$ cat config.mk
export PLATFORM = sky130hd
export DESIGN_NAME = sram_port_arbiter
export DESIGN_NICKNAME = d
export VERILOG_FILES = /design/src/rtl/sram_ctrl_pkg.sv /design/src/rtl/rr_arb2.sv /design/src/rtl/sram_port_arbiter.sv
export SDC_FILE = /design/constraint.sdc
export NUM_CORES = 1
export LEC_CHECK = 0
export ABC_AREA = 0
export CAP_MARGIN = 30
export CORE_MARGIN = 2
export CORE_UTILIZATION = 36
export CTS_CLUSTER_SIZE = 12
export DETAILED_ROUTE_END_ITERATION = 10
export PLACE_DENSITY = 0.81
export SETUP_SLACK_MARGIN = 0.1
export SLEW_MARGIN = 15
export SYNTH_ARGS = -nofsm -noshare
export SYNTH_HDL_FRONTEND = slang
export SYNTH_SLANG_ARGS = --single-unit
$ cat constraint.sdc
create_clock -name clk -period 2.5 [get_ports clk]
set_input_delay 0.375 -clock clk [delete_from_list [all_inputs] [get_ports clk]]
set_output_delay 0.375 -clock clk [all_outputs]
set_load 0.1 [all_outputs]
$ cat src/rtl/sram_ctrl_pkg.sv
// Shared types and constants for the single-port SRAM controller slice.
// Imported by the port arbiter and its round-robin sub-module.
package sram_ctrl_pkg;

    typedef enum logic {
        INIT = 1'b0,
        RUN  = 1'b1
    } ctrl_state_t;

    typedef enum logic {
        PORT_A = 1'b0,
        PORT_B = 1'b1
    } port_id_t;

    typedef struct packed {
        logic     vld;
        port_id_t id;
    } rd_tag_t;

    localparam int RSP_LATENCY = 2;

endpackage

$ cat src/rtl/rr_arb2.sv
// Two-way round-robin arbiter with a last-grant pointer.
// The pointer moves only when a grant is issued; after reset port A is favoured.
module rr_arb2
    import sram_ctrl_pkg::*;
(
    input  logic       clk,
    input  logic       rst_n,
    input  logic [1:0] req_i,
    output logic [1:0] grant_o
);

    port_id_t last_q;

    // NOTE: every output of a combinational block gets a default first so no latch is inferred.
    always_comb begin
        grant_o = 2'b00;
        case (req_i)
            2'b01:   grant_o = 2'b01;
            2'b10:   grant_o = 2'b10;
            2'b11:   grant_o = (last_q == PORT_A) ? 2'b10 : 2'b01;
            default: grant_o = 2'b00;
        endcase
    end

    // NOTE: sequential state is always updated with non-blocking assignments.
    always_ff @(posedge clk) begin
        if (!rst_n) begin
            last_q <= PORT_B;
        end else if (|grant_o) begin
            last_q <= grant_o[1] ? PORT_B : PORT_A;
        end
    end

endmodule

$ cat src/rtl/sram_port_arbiter.sv
// Shares one single-port SRAM macro between requesters A and B, with an optional
// zero-fill after reset and a fixed two-cycle tagged read-response path.
module sram_port_arbiter
    import sram_ctrl_pkg::*;
#(
    parameter int DATA_WIDTH     = 32,
    parameter int ADDR_WIDTH     = 7,
    parameter bit CLEAR_ON_RESET = 1'b1
) (
    input  logic                  clk,
    input  logic                  rst_n,

    input  logic                  a_req_valid,
    output logic                  a_req_ready,
    input  logic                  a_req_we,
    input  logic [ADDR_WIDTH-1:0] a_req_addr,
    input  logic [DATA_WIDTH-1:0] a_req_wdata,
    output logic                  a_rsp_valid,
    output logic [DATA_WIDTH-1:0] a_rsp_rdata,

    input  logic                  b_req_valid,
    output logic                  b_req_ready,
    input  logic                  b_req_we,
    input  logic [ADDR_WIDTH-1:0] b_req_addr,
    input  logic [DATA_WIDTH-1:0] b_req_wdata,
    output logic                  b_rsp_valid,
    output logic [DATA_WIDTH-1:0] b_rsp_rdata,

    output logic                  init_done,

    output logic                  sram_csb,
    output logic                  sram_web,
    output logic [ADDR_WIDTH-1:0] sram_addr,
    output logic [DATA_WIDTH-1:0] sram_din,
    input  logic [DATA_WIDTH-1:0] sram_dout
);

    localparam logic [ADDR_WIDTH-1:0] LAST_ADDR   = {ADDR_WIDTH{1'b1}};
    localparam ctrl_state_t           RESET_STATE = CLEAR_ON_RESET ? INIT : RUN;

    ctrl_state_t                     state_q;
    logic [ADDR_WIDTH-1:0]           clr_cnt_q;
    logic [ADDR_WIDTH-1:0]           addr_q;
    logic [DATA_WIDTH-1:0]           din_q;
    rd_tag_t [RSP_LATENCY-1:0]       tag_q;
    rd_tag_t                         tag_d;
    logic [DATA_WIDTH-1:0]           a_rdata_q;
    logic [DATA_WIDTH-1:0]           b_rdata_q;

    logic                            run;
    logic [1:0]                      req;
    logic [1:0]                      grant;
    logic                            sel_b;
    logic                            sel_we;
    logic [ADDR_WIDTH-1:0]           sel_addr;
    logic [DATA_WIDTH-1:0]           sel_din;
    logic                            csb_d;
    logic                            web_d;
    logic [ADDR_WIDTH-1:0]           addr_d;
    logic [DATA_WIDTH-1:0]           din_d;

    // Gating with rst_n keeps every output at its idle value for the whole reset pulse.
    assign run = (state_q == RUN) && rst_n;
    assign req = {b_req_valid, a_req_valid} & {2{run}};

    rr_arb2 u_arb (
        .clk     (clk),
        .rst_n   (rst_n),
        .req_i   (req),
        .grant_o (grant)
    );

    assign a_req_ready = grant[0];
    assign b_req_ready = grant[1];
    assign init_done   = run;

    assign sel_b    = grant[1];
    assign sel_we   = sel_b ? b_req_we    : a_req_we;
    assign sel_addr = sel_b ? b_req_addr  : a_req_addr;
    assign sel_din  = sel_b ? b_req_wdata : a_req_wdata;

    always_comb begin
        csb_d  = 1'b1;
        web_d  = 1'b1;
        addr_d = addr_q;
        din_d  = din_q;
        if (!rst_n) begin
            addr_d = '0;
            din_d  = '0;
        end else if (state_q == INIT) begin
            csb_d  = 1'b0;
            web_d  = 1'b0;
            addr_d = clr_cnt_q;
            din_d  = '0;
        end else if (|grant) begin
            csb_d  = 1'b0;
            web_d  = ~sel_we;
            addr_d = sel_addr;
            din_d  = sel_din;
        end
    end

    assign sram_csb  = csb_d;
    assign sram_web  = web_d;
    assign sram_addr = addr_d;
    assign sram_din  = din_d;

    always_comb begin
        tag_d     = '0;
        tag_d.vld = (|grant) && !sel_we;
        tag_d.id  = sel_b ? PORT_B : PORT_A;
    end

    always_ff @(posedge clk) begin
        if (!rst_n) begin
            state_q   <= RESET_STATE;
            clr_cnt_q <= '0;
        end else if (state_q == INIT) begin
            clr_cnt_q <= clr_cnt_q + 1'b1;
            if (clr_cnt_q == LAST_ADDR) begin
                state_q <= RUN;
            end
        end
    end

    // Reset drops any reads in flight by clearing the tag pipe.
    always_ff @(posedge clk) begin
        if (!rst_n) begin
            addr_q <= '0;
            din_q  <= '0;
            tag_q  <= '0;
        end else begin
            addr_q <= addr_d;
            din_q  <= din_d;
            tag_q  <= {tag_q[RSP_LATENCY-2:0], tag_d};
        end
    end

    // NOTE: read-data registers are pure datapath and need no reset; rsp_valid qualifies them.
    always_ff @(posedge clk) begin
        if (rst_n && tag_q[0].vld) begin
            if (tag_q[0].id == PORT_A) begin
                a_rdata_q <= sram_dout;
            end else begin
                b_rdata_q <= sram_dout;
            end
        end
    end

    assign a_rsp_valid = rst_n && tag_q[RSP_LATENCY-1].vld && (tag_q[RSP_LATENCY-1].id == PORT_A);
    assign b_rsp_valid = rst_n && tag_q[RSP_LATENCY-1].vld && (tag_q[RSP_LATENCY-1].id == PORT_B);
    assign a_rsp_rdata = a_rdata_q;
    assign b_rsp_rdata = b_rdata_q;

endmodule
Word-level counts from Yosys, hierarchy flattened
Cells that the tools add are included.
{ "totals": {"output_inout_bits": 110, "wordCells": 50, "input_bits": 116, "register_bits": 116} }
{ "classes": {"reduce_logical": 10, "addsub": 1, "n_mux": 20, "n_eq_ne": 4, "n_bitwise": 4} }
{ "op_table": {"columns": ["op", "n"], "rows": [
  ["$mux W32", 4],
  ["$mux W7", 4],
  ["$mux W1", 10],
  ["$add A7 B1 Y7 const B", 1],
  ["$eq A7 B7 Y1 const B", 1],
  ["$logic_and A1 B1 Y1", 6],
  ["$pmux W2 S3", 1],
  ["$eq A2 B2 Y1 const B", 2],
  ["$reduce_and A2 Y1", 2],
  ["$not A1 Y1", 3],
  ["$and A2 B2 Y2", 1],
  ["$eq A2 B1 Y1 const B", 1],
  ["$mux W2", 1],
  ["$reduce_or A2 Y1", 1],
  ["$logic_not A1 Y1", 1]
]} }

Logic depth before layout (Yosys ltp)
Gate-level depths: netlist of the first run.
{ "depth": {"word_depth": 9, "depth_mapped": 6, "mapped_depth_nobuf": 4} }

Cells and area by module
From an unflattened synthesis of the first run, not the netlist that was laid out.
{ "hier_totals": {"hier_cells": 360, "area_unflattened_um2": 4620.7} }
{ "modules_own_cells": {"columns": ["module", "cells_per_inst", "seq_area_each_um2", "n_inst", "area_each_um2"], "rows": [
  ["sram_port_arbiter", 353, 2942.8, 1, 4559.4],
  ["rr_arb2", 7, 20.0, 1, 61.3]
]} }

Worst setup path before layout of the first run
Ideal clock, no wire load.
{ "synth_timing": {"kind": "input to output", "start": "input b_req_valid", "end": "output sram_addr[0]", "slack_ps": -1096, "t_required_ps": 2125, "t_arrival_ps": 3221, "path_stages": 5, "path_buffers": 2, "cell_sequence": "buf_6 -> a21bo_1 -> buf_6 -> mux2i_1 -> a211oi_1"} }
{ "synth_between": {"elab_chain_len": 7, "word_cells_on_any_way": 10, "cone_classes": "eq/ne: 3; mux: 5; bitwise: 1; reduce/logical: 1"} }
{ "synth_lines": {"columns": ["item", "line_no", "source"], "rows": [
  ["start: declaration", "sram_port_arbiter.sv:21", "input logic b_req_valid,"],
  ["$and A2 B2 Y2 (*)", "sram_port_arbiter.sv:64", "assign req = {b_req_valid, a_req_valid} & {2{run}};"],
  ["$eq A2 B2 Y1 / $eq A2 B1 Y1 (equally long branches)", "rr_arb2.sv:17", "case (req_i)"],
  ["$pmux W2 S3 (*)", "rr_arb2.sv:17", null],
  ["$mux W7 / $reduce_or A2 Y1 (equally long branches)", "sram_port_arbiter.sv:79, sram_port_arbiter.sv:95", null],
  ["$mux W7 (*)", "sram_port_arbiter.sv:95", "end else if (|grant) begin"],
  ["$mux W7 (*)", "sram_port_arbiter.sv:90", "end else if (state_q == INIT) begin"],
  ["$mux W7 (*)", "sram_port_arbiter.sv:87", "if (!rst_n) begin"],
  ["end: declaration", "sram_port_arbiter.sv:33", "output logic [ADDR_WIDTH-1:0] sram_addr,"]
]} }
Mark *: on every way between the ends. The rest lies on a longest branch, timed or not.

Worst setup path in the final report of the first run
{ "layout_timing": {"start": "register u_arb.last_q", "end": "output sram_din[15]"} }
{ "layout_between": {"elab_chain_len": 6, "word_cells_on_any_way": 7, "cone_classes": "mux: 6; reduce/logical: 1"} }
{ "layout_lines": {"columns": ["item", "line_no", "source"], "rows": [
  ["start: declaration", "rr_arb2.sv:12", "port_id_t last_q;"],
  ["start signal: assignment", "rr_arb2.sv:30", "last_q <= grant_o[1] ? PORT_B : PORT_A;"],
  ["$mux W2 (*)", "rr_arb2.sv:20", "2'b11: grant_o = (last_q == PORT_A) ? 2'b10 : 2'b01;"],
  ["$pmux W2 S3 (*)", "rr_arb2.sv:17", null],
  ["$mux W32 / $reduce_or A2 Y1 (equally long branches)", "sram_port_arbiter.sv:80, sram_port_arbiter.sv:95", null],
  ["$mux W32 (*)", "sram_port_arbiter.sv:95", null],
  ["$mux W32 (*)", "sram_port_arbiter.sv:90", null],
  ["$mux W32 (*)", "sram_port_arbiter.sv:87", null],
  ["end: declaration", "sram_port_arbiter.sv:34", "output logic [DATA_WIDTH-1:0] sram_din,"]
]} }
Marked as above.

==> flow_summary.html, run 1 <==
<table>
<tr><th>Metric</th><th>Value</th></tr>
<tr><th colspan="2">Logic synthesis</th></tr>
<tr><td>Synth warnings</td><td>0</td></tr>
<tr><td>Area of the mapped netlist</td><td>4580 sq um</td></tr>
<tr><td>Unique cell type count in the Yosys netlist</td><td>40</td></tr>
<tr><td>Post-synthesis instance total</td><td>363</td></tr>
<tr><td>Synthesized area per cell</td><td>12.6 sq um</td></tr>
<tr><td>Seq cells post-synth</td><td>116</td></tr>
<tr><td>Portion of the post-synthesis area used by sequential elements</td><td>64.7%</td></tr>
<tr><td>Syn Nets</td><td>480</td></tr>
<tr><th colspan="2">Flow run</th></tr>
<tr><td>Max-cap viol count</td><td>0</td></tr>
<tr><th colspan="2">Clock tree</th></tr>
<tr><td>Inserted Clock Buffers</td><td>17</td></tr>
<tr><td>H-Tree Level Count</td><td>4</td></tr>
<tr><td>Number of buffers on the longest clock path</td><td>2</td></tr>
<tr><td>CTS tree</td><td>done</td></tr>
<tr><td>Clock slew seen by the registers of the worst setup and hold paths</td><td>0.06 ns</td></tr>
<tr><td>Clock Sink Count</td><td>116</td></tr>
<tr><td>Clock insertion delay at the later pin of the skew report</td><td>0.41 ns</td></tr>
<tr><td>Buffer cell driving the clock tree root</td><td>clkbuf_16</td></tr>
<tr><th colspan="2">Floorplanning</th></tr>
<tr><td>DIE WIDTH</td><td>117 um</td></tr>
<tr><td>Die ar.</td><td>13,600 sq um</td></tr>
<tr><td>Height of the die</td><td>117 um</td></tr>
<tr><td>Effective utilization at floorplan</td><td>36.6%</td></tr>
<tr><td>Row Count</td><td>41</td></tr>
<tr><td>Top-level I/O count</td><td>226</td></tr>
<tr><td>Core Box Area</td><td>12,500 sq um</td></tr>
<tr><th colspan="2">Critical path</th></tr>
<tr><td>Startpoint-to-endpoint class of the critical path</td><td>flip-flop to output port</td></tr>
<tr><td>Required time of the critical path</td><td>2.12 ns</td></tr>
<tr><td>Arrival time worst endpoint</td><td>1.91 ns</td></tr>
<tr><td>Largest driver fanout on the critical path</td><td>21</td></tr>
<tr><td>Sort of element at the start of the critical path</td><td>flip-flop</td></tr>
<tr><td>CP Capture Type</td><td>output port</td></tr>
<tr><th colspan="2">Status</th></tr>
<tr><td>Run status</td><td>completed</td></tr>
<tr><th colspan="2">Layout</th></tr>
<tr><td>Share of post-route cells with drive strength above 1</td><td>40.6%</td></tr>
<tr><td>Final net count</td><td>745</td></tr>
<tr><td>Core occupancy in the finished layout</td><td>68.9%</td></tr>
<tr><td>Number of standard cells in the final layout excluding fillers</td><td>814</td></tr>
<tr><td>Area grow syn2layout</td><td>88.2%</td></tr>
<tr><th colspan="2">GRT</th></tr>
<tr><td>Antenna violations before repair</td><td>1</td></tr>
<tr><td>GRT Residual Overflow</td><td>0</td></tr>
<tr><td>Vias in the first global route</td><td>4,071</td></tr>
<tr><td>Global-route wire length before repair</td><td>20,300 um</td></tr>
<tr><td>Maximum number of pins on one net before global-route repair</td><td>37</td></tr>
<tr><td>All-layer global routing usage</td><td>19.7%</td></tr>
<tr><th colspan="2">Place</th></tr>
<tr><td>Last weighted congestion value of the routability-driven placer</td><td>0.790</td></tr>
<tr><td>IO Port Bufs</td><td>225</td></tr>
<tr><td>Detailed placement HPWL</td><td>9920 um</td></tr>
<tr><td>Number of cells after detailed placement</td><td>770</td></tr>
<tr><th colspan="2">Routing</th></tr>
<tr><td>WL final</td><td>13,800 um</td></tr>
<tr><td>Count of vias placed by the detailed router</td><td>4,044</td></tr>
<tr><td>DRC violation count after routing</td><td>0</td></tr>
<tr><td>Number of detailed-routing iterations run before antenna repair</td><td>4</td></tr>
<tr><td>Average wire per standard cell</td><td>16.9 um</td></tr>
<tr><td>Via count normalized by instance count</td><td>4.97</td></tr>
<tr><td>Remaining antenna violation count</td><td>0</td></tr>
<tr><td>DR iter-0 viols</td><td>216</td></tr>
<tr><th colspan="2">Pwr</th></tr>
<tr><td>Leak Pwr</td><td>3.35 nW</td></tr>
<tr><td>Power per Cell Area</td><td>561 nW/um^2</td></tr>
<tr><td>Maximum VDD drop</td><td>0.000318 V</td></tr>
<tr><th colspan="2">Timing</th></tr>
<tr><td>RSZ-0062 raised after global routing</td><td>no</td></tr>
<tr><td>Final min period</td><td>2.28 ns</td></tr>
<tr><td>Rel. slew slack</td><td>67.4%</td></tr>
<tr><td>Slew Limit Fails</td><td>0</td></tr>
<tr><td>Worst-Margin Slew</td><td>0.484 ns</td></tr>
<tr><td>Fin. Hold Viols</td><td>0</td></tr>
<tr><td>Upper clock frequency limit</td><td>438 MHz</td></tr>
<tr><td>Share of the clock period used by the worst path</td><td>91.4%</td></tr>
<tr><td>Final Setup Violations</td><td>0</td></tr>
<tr><td>Clock tree skew after final layout</td><td>0.00882 ns</td></tr>
<tr><th colspan="2">Min path</th></tr>
<tr><td>Hold/Removal Path Class</td><td>input port to flip-flop</td></tr>
</table>
layout make-up:
cell class | count | area (sq um)
Timing Repair Buffer | 271 | 3050
Antenna cell | 1 | 2.50
Sequential cell | 116 | 2970
Inverter | 4 | 15.0
Clock inverter | 13 | 158
Clock buffer | 19 | 433
Tap cell | 172 | 215
Fill cell | 891 | 3900
Multi-Input combinational cell | 218 | 1780
stage by stage:
stage / area [sq um] / power (mW) / TNS [ns] / setup slack, ns / hold WS [ns]
2_1_floorplan: 4810 / 2.21 / -3.76 / -0.452 / 0.442
3_3_place_gp: 7740 / 2.43 / 0 / 0.0408 / 0.458
3_5_place_dp: 7740 / 2.44 / -0.143 / -0.0333 / 0.497
4_1_cts: 8570 / 4.87 / 0 / 0.0604 / 0.514
5_1_grt: 8620 / 5.00 / 0 / 0.133 / 0.305
6_report: 8620 / 4.83 / 0 / 0.215 / 0.297
sequential cells by signal (all words and copies together), names as in the netlist:
signal,count
a_rsp_rdata,32
addr_q,7
b_rsp_rdata,32
clr_cnt_q,7
din_q,32
state_q,1
tag_q,4
u_arb.last_q,1
layer usage:
| metal | track usage [%] | vias up | share of wire [%] |
|---|---|---|---|
| met4 | 8.24 | 0 | 2.3 |
| li1 | - | 1898 | - |
| met2 | 32.1 | 223 | 47 |
| met5 | 0 | - | 0 |
| met1 | 21.3 | 1900 | 38 |
| met3 | 10.6 | 23 | 12 |
critical path, cell delays in order, from the launching register on:
cell,delay [ns]
dfxtp_1,0.41
a21bo_4,0.22
buf_12,0.23
mux2i_1,0.33
a21oi_2,0.12
buf_12,0.18
power by group:
group / leakage [nW] / total (mW) / switching (mW) / internal, mW
Sequential: 0.995 / 2.02 / 0.00833 / 2.02
Combinational: 2.08 / 0.405 / 0.169 / 0.237
Clock: 0.279 / 2.40 / 0.843 / 1.56
Total: 3.35 / 4.83 / 1.02 / 3.81
final timing paths:
path,start,to,slack [ns],cells past startpoint
worst max-delay path,u_arb.last_q$_SDFFE_PN1N_,sram_din[15],0.22,5
worst min-delay path,rst_n,u_arb.last_q$_SDFFE_PN1N_,0.30,2
worst max register to register,u_arb.last_q$_SDFFE_PN1N_,din_q[27]$_SDFF_PN0_,1.04,4
worst min register to register,tag_q[1]$_SDFF_PN0_,tag_q[3]$_SDFF_PN0_,0.50,1
logic make-up after synthesis:
logic type	after synthesis	synth area share, %
mux	35	7.76
fa+ha+maj	1	0.273
flops	116	64.7
compound gates	144	17.7
buf+inv	29	4.35
xor+xnor	3	0.574
simple gates	35	4.65
cells in the final DEF (no fill, tap or decap), types with 2 or more instances in the layout:
| master | instances |
|---|---|
| a211oi_1 | 7 |
| a211oi_2 | 3 |
| a211oi_4 | 4 |
| a21oi_1 | 36 |
| a21oi_2 | 24 |
| a21oi_4 | 9 |
| a31oi_2 | 4 |
| and2_1 | 2 |
| and3_1 | 3 |
| buf_12 | 52 |
| buf_4 | 99 |
| buf_8 | 2 |
| bufbuf_16 | 2 |
| bufinv_16 | 3 |
| clkbuf_1 | 2 |
| clkbuf_16 | 17 |
| clkdlybuf4s50_1 | 112 |
| clkinv_2 | 4 |
| clkinvlp_4 | 4 |
| dfxtp_1 | 51 |
| dlymetal6s2s_1 | 2 |
| edfxtp_1 | 64 |
| inv_1 | 3 |
| mux2i_1 | 22 |
| mux2i_2 | 11 |
| nand2_1 | 6 |
| nor2_1 | 7 |
| nor2_2 | 2 |
| nor3b_1 | 4 |
| o21ai_0 | 30 |
| o21ai_1 | 16 |
| o21ai_2 | 3 |
| o221ai_2 | 2 |
| or3_1 | 3 |
| xor2_1 | 3 |
synth_stat cells:
cell type | count | area share, %
nand2_1 | 6 | 0.49
or3_1 | 3 | 0.41
nor2_1 | 9 | 0.74
a21oi_2 | 1 | 0.19
o211ai_1 | 1 | 0.16
a21boi_0 | 1 | 0.16
buf_8 | 2 | 0.66
mux2i_1 | 34 | 7.4
buf_2 | 10 | 1.1
buf_4 | 2 | 0.33
buf_6 | 2 | 0.49
or2_2 | 1 | 0.14
o21a_1 | 1 | 0.16
nor3b_1 | 5 | 0.82
edfxtp_1 | 64 | 42
o21ai_0 | 34 | 3.7
and3_1 | 3 | 0.41
inv_1 | 3 | 0.25
dfxtp_1 | 52 | 23
a21boi_1 | 1 | 0.16
a211oi_1 | 13 | 2.1
nand4_1 | 1 | 0.14
nor2b_1 | 2 | 0.27
buf_12 | 2 | 0.87
and2_1 | 2 | 0.27
nand4b_4 | 1 | 0.52
mux2_4 | 1 | 0.33
xor2_1 | 3 | 0.57
clkbuf_1 | 7 | 0.57
o21ai_1 | 15 | 1.6
nand2_2 | 1 | 0.14
o221ai_2 | 2 | 0.66
inv_2 | 1 | 0.082
a211oi_2 | 1 | 0.27
o211a_1 | 1 | 0.22
a31oi_1 | 4 | 0.55
a21bo_1 | 1 | 0.22
nand2b_4 | 1 | 0.30
a21oi_1 | 68 | 7.4
ha_1 | 1 | 0.27
repair_timing:
action	in CTS	in global routing
resized for setup	35	6
pin swaps	3	5
cloned	2	0
setup endpoints to repair	36	34
hold endpoints to repair	0	0
hold buffers	0	0
buffers inserted	6	3
No activity file was read; power rests on OpenSTA's default activity.
==> run 2, diff against run 1 <==
GPL_TIMING_DRIVEN = 0   (was not set)
SKIP_CTS_REPAIR_TIMING = 1   (was not set)
==> run 2 against run 1 <==
Global-route usage is 1.3 points lower. Register-to-register slack got worse by 0.10 ns. Power grew 1.4%. Critical path type unchanged.
==> flow_summary.html, run 2 (synthesis results as in run 1) <==
<table>
<tr><th>Metric</th><th>Value</th></tr>
<tr><th colspan="2">Clock tree</th></tr>
<tr><td>Inserted Clock Buffers</td><td>17 (unchanged)</td></tr>
<tr><td>H-Tree Level Count</td><td>4 (unchanged)</td></tr>
<tr><td>CTS tree</td><td>done</td></tr>
<tr><td>Number of buffers on the longest clock path</td><td>2 (unchanged)</td></tr>
<tr><td>Clock insertion delay at the later pin of the skew report</td><td>0.40 ns (about the same)</td></tr>
<tr><td>Buffer cell driving the clock tree root</td><td>clkbuf_16</td></tr>
<tr><td>Clock slew seen by the registers of the worst setup and hold paths</td><td>0.05 ns (about the same)</td></tr>
<tr><td>Clock Sink Count</td><td>116 (unchanged)</td></tr>
<tr><th colspan="2">GRT</th></tr>
<tr><td>Global-route wire length before repair</td><td>18,900 um (-6.9%)</td></tr>
<tr><td>Antenna violations before repair</td><td>0 (-1)</td></tr>
<tr><td>Maximum number of pins on one net before global-route repair</td><td>33 (-11%)</td></tr>
<tr><td>Vias in the first global route</td><td>3,807 (-6.5%)</td></tr>
<tr><td>All-layer global routing usage</td><td>18.3% (-1.3 points)</td></tr>
<tr><td>GRT Residual Overflow</td><td>0 (unchanged)</td></tr>
<tr><th colspan="2">Routing</th></tr>
<tr><td>Amount of wire on met2 after detailed routing</td><td>6310 um (-3.3%)</td></tr>
<tr><td>Via count normalized by instance count</td><td>4.90 (-1.3%)</td></tr>
<tr><td>Number of detailed-routing iterations run before antenna repair</td><td>4 (unchanged)</td></tr>
<tr><td>DR iter-0 viols</td><td>188 (-13%)</td></tr>
<tr><td>Average wire per standard cell</td><td>16.3 um (-3.6%)</td></tr>
<tr><td>Routed metal-1 wire length</td><td>5060 um (-3.0%)</td></tr>
<tr><td>Met3 wirelength from detailed routing</td><td>1390 um (-18%)</td></tr>
<tr><td>WL final</td><td>12,900 um (-6.2%)</td></tr>
<tr><td>DRC violation count after routing</td><td>0 (unchanged)</td></tr>
<tr><td>Top metal layer carrying routed signals</td><td>met4</td></tr>
<tr><td>Remaining antenna violation count</td><td>0 (unchanged)</td></tr>
<tr><td>Count of vias placed by the detailed router</td><td>3,882 (-4.0%)</td></tr>
<tr><th colspan="2">Timing</th></tr>
<tr><td>Slew Limit Fails</td><td>0 (unchanged)</td></tr>
<tr><td>Worst-Margin Slew</td><td>1.01 ns (+0.523 ns)</td></tr>
<tr><td>Rel. slew slack</td><td>32.6% (-35 points)</td></tr>
<tr><td>Final min period</td><td>2.39 ns (+0.108 ns)</td></tr>
<tr><td>Total negative slack for setup checks</td><td>0 ns (unchanged)</td></tr>
<tr><td>Setup slack after layout</td><td>0.107 ns (-0.108 ns)</td></tr>
<tr><td>Upper clock frequency limit</td><td>418 MHz (-4.5%)</td></tr>
<tr><td>Fin. Hold Viols</td><td>0 (unchanged)</td></tr>
<tr><td>RSZ-0062 raised after global routing</td><td>yes</td></tr>
<tr><td>Share of the clock period used by the worst path</td><td>95.7% (+4.3 points)</td></tr>
<tr><td>Final Setup Violations</td><td>0 (unchanged)</td></tr>
<tr><td>Clock tree skew after final layout</td><td>0.00731 ns (-0.00151 ns)</td></tr>
<tr><th colspan="2">Flow run</th></tr>
<tr><td>Max-cap viol count</td><td>0 (unchanged)</td></tr>
<tr><th colspan="2">Place</th></tr>
<tr><td>IO Port Bufs</td><td>224 (-0.44%)</td></tr>
<tr><td>Last weighted congestion value of the routability-driven placer</td><td>0.881 (+12%)</td></tr>
<tr><td>Placement Setup Slack</td><td>-1.12 ns (-1.08 ns)</td></tr>
<tr><td>Detailed placement HPWL</td><td>9780 um (-1.5%)</td></tr>
<tr><th colspan="2">Floorplanning</th></tr>
<tr><td>Core Box Area</td><td>12,500 sq um (unchanged)</td></tr>
<tr><td>Top-level I/O count</td><td>226 (unchanged)</td></tr>
<tr><td>Height of the die</td><td>117 um (unchanged)</td></tr>
<tr><td>Die ar.</td><td>13,600 sq um (unchanged)</td></tr>
<tr><td>Effective utilization at floorplan</td><td>36.6% (unchanged)</td></tr>
<tr><td>Row Count</td><td>41 (unchanged)</td></tr>
<tr><td>DIE WIDTH</td><td>117 um (unchanged)</td></tr>
<tr><th colspan="2">Pwr</th></tr>
<tr><td>Maximum VDD drop</td><td>0.000368 V (+16%)</td></tr>
<tr><td>Leak Pwr</td><td>3.09 nW (-7.9%)</td></tr>
<tr><td>Power per Cell Area</td><td>613 nW/um^2 (+9.2%)</td></tr>
<tr><th colspan="2">Layout</th></tr>
<tr><td>Count of filler cells inserted in the layout</td><td>1,004 (+13%)</td></tr>
<tr><td>Antenna cells</td><td>0 (-1)</td></tr>
<tr><td>Area grow syn2layout</td><td>74.7%</td></tr>
<tr><td>Most frequent cells in the layout</td><td>clkdlybuf4s50_1, edfxtp_1, dfxtp_1</td></tr>
<tr><td>Core occupancy in the finished layout</td><td>63.9% (-4.9 points)</td></tr>
<tr><td>Final net count</td><td>724 (-2.8%)</td></tr>
<tr><td>Most common cell after layout, fill and taps aside</td><td>clkdlybuf4s50_1</td></tr>
<tr><td>Share of post-route cells with drive strength above 1</td><td>26.3% (-14 points)</td></tr>
<tr><th colspan="2">Min path</th></tr>
<tr><td>Hold/Removal Path Class</td><td>input port to flip-flop</td></tr>
<tr><th colspan="2">Status</th></tr>
<tr><td>Run status</td><td>completed</td></tr>
<tr><th colspan="2">Critical path</th></tr>
<tr><td>Arrival time worst endpoint</td><td>2.02 ns (+0.11 ns)</td></tr>
<tr><td>Sort of element at the start of the critical path</td><td>flip-flop</td></tr>
<tr><td>Required time of the critical path</td><td>2.12 ns (about the same)</td></tr>
<tr><td>Startpoint-to-endpoint class of the critical path</td><td>flip-flop to output port</td></tr>
<tr><td>Largest driver fanout on the critical path</td><td>10 (-52%)</td></tr>
<tr><td>CP Capture Type</td><td>output port</td></tr>
</table>
## run 2: cell types whose count changed in the layout (fill, tap and decap cells not counted), moves of 7 or more
cell             previous run  this run
buf_6                       1        19
buf_2                       0         7
buf_4                      99        12
a21oi_2                    24        17
clkdlybuf4s50_1           112       176
buf_12                     52         3
clkbuf_2                    0         7
a21oi_1                    36        43
clkbuf_4                    0        15
## run 2: critical path, stage by stage (launching register included)
cell and delay [ns]:
dfxtp_1 0.41, a21bo_1 0.16, buf_6 0.16, buf_8 0.19, mux2i_1 0.39, a21oi_4 0.10, buf_6 0.20
## run 2: through the flow
stage / power, mW / hold WS (ns) / instances / instance area, sq um
floorplan: 2.21 / 0.442 / 363 / 4810
global placement: 2.43 / 0.459 / 759 / 7270
detailed placement: 2.43 / 0.482 / 760 / 7300
CTS: 4.93 / 0.285 / 792 / 7920
global route: 5.05 / 0.317 / 792 / 8000
finish: 4.90 / 0.305 / 792 / 8000
## run 2: per-layer routing
layer | track usage (%) | vias to the layer above
li1 | - | 1865
met1 | 20.2 | 1798
met2 | 32.5 | 207
met3 | 7.42 | 12
met4 | 5.65 | 0
met5 | 0 | -
## run 2: power by group
part	leakage, nW	switching, mW	internal, mW
clock network	0.293	0.824	1.66
logic	1.80	0.162	0.225
registers	0.995	0.00839	2.02
## run 2: worst paths after layout
path	start	to	slack, ns	cells after the start
worst min register to register	tag_q[1]$_SDFF_PN0_	tag_q[3]$_SDFF_PN0_	0.48	1
worst max register to register	u_arb.last_q$_SDFFE_PN1N_	din_q[29]$_SDFF_PN0_	0.94	5
worst min-delay path	b_req_valid	u_arb.last_q$_SDFFE_PN1N_	0.31	3
worst max-delay path	u_arb.last_q$_SDFFE_PN1N_	sram_din[26]	0.11	6
## run 2: final cells by class
cell class	instances	area [sq um]	share of cell area, %
Sequential cell	116	2960	37.1
Tap cell	172	215	2.69
Multi-Input combinational cell	218	1740	21.8
Timing Repair Buffer	226	2250	28.2
Buffer	24	191	2.39
Clock buffer	19	433	5.41
Inverter	4	15.0	0.188
Clock inverter	13	183	2.28
